## src/rtl/arb_mux2s1.sv

```systemverilog
// ---------------------------------------------------------------------------
// arb_mux2s1
//
// Registered two-input stream selector with round-robin arbitration.
// Two valid/ready requesters (a = input 0, b = input 1) compete for a single
// output register. The winning word is latched and presented downstream on a
// valid/ready handshake. Per-input saturating grant counters are kept for
// debug.
//
// Handshake: a word moves across an interface on a rising clock edge exactly
// when its valid and ready are both 1 in the cycle before that edge. In this
// block ready is derived combinationally from the valids and y_ready.
// Upstream must therefore never make its valid depend on its ready.
//
// Parameters:
//   W   data width of a_data, b_data and y_data
//   CW  width of the grant counters
//
// Ports:
//   clk      rising-edge clock
//   rst_n    asynchronous active-low reset
//   a_valid  input 0 has a word
//   a_data   input 0 word
//   a_ready  input 0 word accepted this cycle
//   b_valid  input 1 has a word
//   b_data   input 1 word
//   b_ready  input 1 word accepted this cycle
//   y_valid  output register holds a word
//   y_data   output word
//   y_src    source of y_data (0 = a, 1 = b)
//   y_ready  downstream accepts y_data
//   clr      synchronous clear of both grant counters
//   cnt_a    saturating count of words accepted from a
//   cnt_b    saturating count of words accepted from b
// ---------------------------------------------------------------------------
module arb_mux2s1 #(
    parameter int W  = 8,
    parameter int CW = 16
) (
    input  logic          clk,
    input  logic          rst_n,
    input  logic          a_valid,
    input  logic [W-1:0]  a_data,
    output logic          a_ready,
    input  logic          b_valid,
    input  logic [W-1:0]  b_data,
    output logic          b_ready,
    output logic          y_valid,
    output logic [W-1:0]  y_data,
    output logic          y_src,
    input  logic          y_ready,
    input  logic          clr,
    output logic [CW-1:0] cnt_a,
    output logic [CW-1:0] cnt_b
);

    localparam logic [CW-1:0] CNT_ONE = CW'(1);
    localparam logic [CW-1:0] CNT_MAX = '1;

    logic          y_valid_q, y_valid_d;
    logic [W-1:0]  y_data_q,  y_data_d;
    logic          y_src_q,   y_src_d;
    logic          last_q,    last_d;
    logic [CW-1:0] cnt_a_q,   cnt_a_d;
    logic [CW-1:0] cnt_b_q,   cnt_b_d;

    logic acc;
    logic grant_a;
    logic grant_b;

    // Arbitration. The register can take a word when it is empty or is being
    // drained in this same cycle. On contention the input that did not win
    // last time is served; last_q resets to b so a wins first.
    always_comb begin
        acc     = !y_valid_q || y_ready;
        grant_a = 1'b0;
        grant_b = 1'b0;
        if (acc) begin
            if (a_valid && (!b_valid || last_q)) begin
                grant_a = 1'b1;
            end else if (b_valid) begin
                grant_b = 1'b1;
            end
        end
    end

    assign a_ready = acc && grant_a;
    assign b_ready = acc && grant_b;

    // Output register and round-robin pointer.
    always_comb begin
        y_valid_d = y_valid_q;
        y_data_d  = y_data_q;
        y_src_d   = y_src_q;
        last_d    = last_q;
        if (grant_a || grant_b) begin
            y_valid_d = 1'b1;
            y_data_d  = grant_b ? b_data : a_data;
            y_src_d   = grant_b;
            last_d    = grant_b;
        end else if (acc) begin
            // Drained (or already empty) with nothing to refill; data and
            // source are left as they were.
            y_valid_d = 1'b0;
        end
    end

    // Grant counters: clear beats increment, increment stops at all-ones.
    always_comb begin
        cnt_a_d = cnt_a_q;
        cnt_b_d = cnt_b_q;
        if (clr) begin
            cnt_a_d = '0;
            cnt_b_d = '0;
        end else begin
            if (a_valid && a_ready && (cnt_a_q != CNT_MAX)) begin
                cnt_a_d = cnt_a_q + CNT_ONE;
            end
            if (b_valid && b_ready && (cnt_b_q != CNT_MAX)) begin
                cnt_b_d = cnt_b_q + CNT_ONE;
            end
        end
    end

    always_ff @(posedge clk or negedge rst_n) begin
        if (!rst_n) begin
            y_valid_q <= 1'b0;
            y_data_q  <= '0;
            y_src_q   <= 1'b0;
            last_q    <= 1'b1;
            cnt_a_q   <= '0;
            cnt_b_q   <= '0;
        end else begin
            y_valid_q <= y_valid_d;
            y_data_q  <= y_data_d;
            y_src_q   <= y_src_d;
            last_q    <= last_d;
            cnt_a_q   <= cnt_a_d;
            cnt_b_q   <= cnt_b_d;
        end
    end

    assign y_valid = y_valid_q;
    assign y_data  = y_data_q;
    assign y_src   = y_src_q;
    assign cnt_a   = cnt_a_q;
    assign cnt_b   = cnt_b_q;

endmodule

```

## config.mk

```make
export PLATFORM = sky130hd
export DESIGN_NAME = arb_mux2s1
export DESIGN_NICKNAME = d
export VERILOG_FILES = /design/src/rtl/arb_mux2s1.sv
export SDC_FILE = /design/constraint.sdc
export NUM_CORES = 1
export LEC_CHECK = 0
export ABC_CLOCK_PERIOD_IN_PS = 2660
export CAP_MARGIN = 20
export CELL_PAD_IN_SITES_DETAIL_PLACEMENT = 0
export CELL_PAD_IN_SITES_GLOBAL_PLACEMENT = 1
export CORE_ASPECT_RATIO = 1.1
export CORE_UTILIZATION = 36
export CTS_CLUSTER_SIZE = 16
export DETAILED_ROUTE_END_ITERATION = 6
export GPL_TIMING_DRIVEN = 0
export PLACE_DENSITY_LB_ADDON = 0.1
export SLEW_MARGIN = 40
export SYNTH_ARGS = -nofsm -noshare
export SYNTH_HDL_FRONTEND = slang
export SYNTH_SLANG_ARGS = --single-unit
```

## constraint.sdc

```tcl
create_clock -name clk -period 2.66 [get_ports clk]
set_clock_uncertainty 0.15 [all_clocks]
set_input_delay 0.665 -clock clk [delete_from_list [all_inputs] [get_ports clk]]
set_output_delay 0.665 -clock clk [all_outputs]
set_load 0.02 [all_outputs]
```

After elaboration in Yosys (flattened, before gate mapping)

Index checks and enable logic that the tools add are counted.

Multiplexer cells: 12
Reduce and logical (&&, ||, !) cells: 15
Add/sub/neg operators: 2
Equality and inequality tests: 2

Operators by type and width:

| operator                                                        | count |
|---|---|
| 16-bit 2-to-1 mux                                               | 4 |
| 16-bit by 1-bit adder with 16-bit output, second input constant | 2 |
| 16-bit != test, second input constant                           | 2 |
| 8-bit 2-to-1 mux                                                | 1 |
| 1-bit logical AND                                               | 7 |
| 1-bit 2-to-1 mux                                                | 7 |
| 2-bit nonzero test                                              | 3 |
| 1-bit logical OR                                                | 3 |
| 1-bit logical NOT                                               | 2 |

Bits of input ports: 22
Register bits after elaboration: 43

Longest topological paths before layout

Depth in word-level cells: 10
Mapped depth: 7
Mapped depth without buffers: 5

Worst setup path before layout

No wires, ideal clock.

Path kind: input to output
Start point: input y_ready
End point: output a_ready
Data required time: 1.845 ns
Data arrival time: 1.520 ns
Setup slack: 0.325 ns
Stages: 5
Cell sequence: nand2b_1 nand3_1 buf_2 inv_1 buf_2

Word-level cells in the longest chain between the ends: 3

Ends and longest elaborated chain:

| item                | RTL line | source |
|---|---|---|
| start, declared     | 51       | `input logic y_ready,` |
| 1-bit logical OR *  | 75       | `acc = !y_valid_q \|\| y_ready;` |
| 1-bit 2-to-1 mux    | 78       | `if (acc) begin` |
| 1-bit logical AND * | 87       | `assign a_ready = acc && grant_a;` |
| end, declared       | 44       | `output logic a_ready,` |

Every way passes the cells marked *; elsewhere a longest branch is shown, timed or not.

Worst setup path in the final report

Start point: input y_ready
End point: output b_ready

Word-level cells in the longest chain between the ends: 3

Ends and longest elaborated chain:

| item                | RTL line | source |
|---|---|---|
| 1-bit logical OR *  | 75       |  |
| 1-bit 2-to-1 mux    | 78       |  |
| 1-bit logical AND * | 88       | `assign b_ready = acc && grant_b;` |
| end, declared       | 47       | `output logic b_ready,` |

Marks and branches as above.

==> run_results.csv <==
group,metric,value,unit
clock_tree,cts_root_buf,"clkbuf_8",
critical_path,cp_slowest_stage_delay,0.45,ns
timing,fmax,382,MHz
floorplanning,start_util,0.373,
timing,finalSetupViolations,0,
detailed_routing,drc,0,
detailed_routing,via_per_inst,5.44,
detailed_routing,via_count,2312,
logic_synthesis,ys_top_cells_by_area,"dfrtp_1 (43%), mux2_2 (6.9%), nand2_1 (5.2%)",
critical_path,crit_path_end_kind,"output pin",
clock_tree,cts_made_buffers,5,
clock_tree,clkTransAtPathRegs,0.09,ns
logic_synthesis,synth_seq_cells,43,
run,maxCapViolations,0,
logic_synthesis,synth_top_area_cell,"dfrtp_1",
cells_and_area,area_growth,37.6,%
cells_and_area,fin_nets,366,
cells_and_area,mostFrequentLayoutCell,"clkdlybuf4s50_1",
cells_and_area,nFillCells,633,
outcome,status,"finished, final reports clean",
detailed_routing,wl,6750,um
power_and_ir_drop,p_per_area,431,nW/um^2
critical_path,worst_path_max_delay_cell,"clkdlybuf4s50_1",
cells_and_area,drive_above_1_share,0.143,
floorplanning,ioPinCount,66,
cells_and_area,diodes,0,
logic_synthesis,synth_cell_types,40,
timing,worstMarginPinSlew,0.547,ns
clock_tree,cts_tree,"done",
global_route,antenna_found_initial,0,
detailed_routing,first_pass_iters,4,
floorplanning,core.rowCount,31,
power_and_ir_drop,ir_drop,0.250,mV
timing,period_minus_slack,2.62,ns
critical_path,r2r_slack,0.37,ns
place,dp_slack,-1.05,ns
cells_and_area,layout_common_cells,"clkdlybuf4s50_1 (59), dfrtp_1 (42), nand2_1 (33)",
power_and_ir_drop,cellLeakagePower,1.38,nW
global_route,grt_usage,0.204,
critical_path,cp.arrival,1.80,ns
logic_synthesis,ys.flop_type,"dfrtp_1",
hold_path,hp-class,"input port to async pin",
critical_path,path_buf_inv,3,
logic_synthesis,async_reset_ff_frac,1.00,
global_route,grt_start_max_net_pins,36,
global_route,grt_first_pass_wirelength,11100,um
place,gp_congestion,0.788,
floorplanning,dieWidth,80.6,um
logic_synthesis,yosys_warnings,0,
clock_tree,htreeDepth,2,
critical_path,required,1.85,ns
critical_path,path_cells,"clkdlybuf4s50_1, nand2b_4, nand3_2, inv_2, clkdlybuf4s15_2",
critical_path,worst-path-max-fanout,6,
logic_synthesis,syn-num-nets,289,
place,io_buffers,64,
logic_synthesis,synth_area,2440,sq um
timing,fin_crit_sh,0.985,
cells_and_area,multi_input_area,1310,sq um
floorplanning,dieHeight,88.4,um
power_and_ir_drop,p_total,0.00145,W
critical_path,critPathLaunchType,"input port",
timing,hold_viol,0,
logic_synthesis,syn_area_per_cell,9.22,sq um
logic_synthesis,seq_area_frac_synth,0.441,
timing,worst_slack,0.0412,ns
timing,drv_slew,0,
timing,timing.slew.headroom,0.633,
place,dp_hpwl,4690,um
clock_tree,cts_buffer_depth,2,
clock_tree,cts.sinks,43,
floorplanning,core,6560,sq um
detailed_routing,ant_nets,0,
detailed_routing,drtIter0Drc,100,
detailed_routing,routedWlPerCell,15.9,um
timing,rsz0062_at_grt,"yes",
global_route,grt_pass1_vias,2153,
logic_synthesis,yosysTopAreaCellShare,0.430,
critical_path,crit_type,"input port to output pin",
floorplanning,die_area,7120,sq um
logic_synthesis,synth-edff-count,0,
logic_synthesis,postSynthCellCount,265,
cells_and_area,fin_util,0.513,
critical_path,path_delay_family,"buffers and inverters",
clock_tree,clk_latency,0.30,ns
cells_and_area,area.sequential,1080,sq um
global_route,grt_overflow,0,
## cell usage after synthesis, drive strengths merged, types with 2 or more instances
master	n
dfrtp	42
a21oi	14
and3	5
nor3	2
o21ai	2
a311oi	2
inv	5
mux2	15
nor2b	16
nand4	10
a31oi	9
nand2b	2
nor2	28
or4	9
nand3	8
o31ai	9
ha	2
or2	2
nand2	34
a211oi	3
clkbuf	6
and4	5
or3	2
o211a	2
buf	9
nor4	12
o41ai	2
## cells by family after synthesis
| kind of cell | synth area share |
|---|---|
| buffers and inverters | 0.0358 |
| AND/OR/NAND/NOR | 0.315 |
| adder cells (fa/ha/maj) | 0.0102 |
| AO/OA/AOI/OAI | 0.125 |
| multiplexers | 0.0732 |
| flip-flops | 0.441 |
## power by group
group          switching, W  total [W]  leakage [nW]  internal, W
registers         0.0000263   0.000721         0.570     0.000694
clock network      0.000235   0.000419        0.0412     0.000184
logic              0.000166   0.000310         0.767     0.000143
total              0.000428    0.00145          1.38      0.00102
## flip-flops by register name, summed over array words and instances, names as in the netlist
| name | cells |
|---|---|
| y_valid | 1 |
| cnt_a | 16 |
| y_data | 8 |
| y_src | 1 |
| cnt_b | 16 |
| last_q | 1 |
## cell type report
type                       count  share of cell area
multi-input combinational    202               0.388
clock buffer                   6              0.0216
sequential                    43               0.320
clock inverter                 2             0.00372
inverter                       5             0.00558
timing repair buffer          70               0.206
tap                           82              0.0305
buffer                        15              0.0242
## routing by layer
metal,up-vias,part of all wire,global-route usage
met5,-,0,0
met4,0,0.014,0.0633
met3,7,0.036,0.0361
met2,55,0.47,0.328
met1,1117,0.48,0.279
li1,1133,-,-
## timing repair
item / CTS / global route
setup endpoints to repair: 2 / 1
gates cloned: 0 / 0
setup buffers: 5 / 0
pin swaps: 1 / 0
hold buffers: 0 / 0
endpoints found under the hold margin: 0 / 0
resized for setup: 21 / 0
## final timing paths
| check | cells after the start | start | to |
|---|---|---|---|
| min | 1 | rst_n | cnt_a[4] |
| max reg2reg | 6 | cnt_b[0] | cnt_b[4] |
| max in group asynchronous | 2 | rst_n | last_q |
| max | 5 | y_ready | b_ready |
| min in group clk | 2 | y_src | y_src |
| min reg2reg | 2 | y_src | y_src |
## stage by stage
stage	setup TNS, ns	hold slack [ns]	cells	cell area, sq um
detailed placement	-5.87	0.350	412	3200
CTS	0	0.0265	425	3360
floorplan	0	0.219	265	2440
global route	-0.000681	0.0195	425	3360
global placement	-28.74	0.328	411	3190
finish	0	0.0243	425	3360
Power figures use the tool's default switching activity.
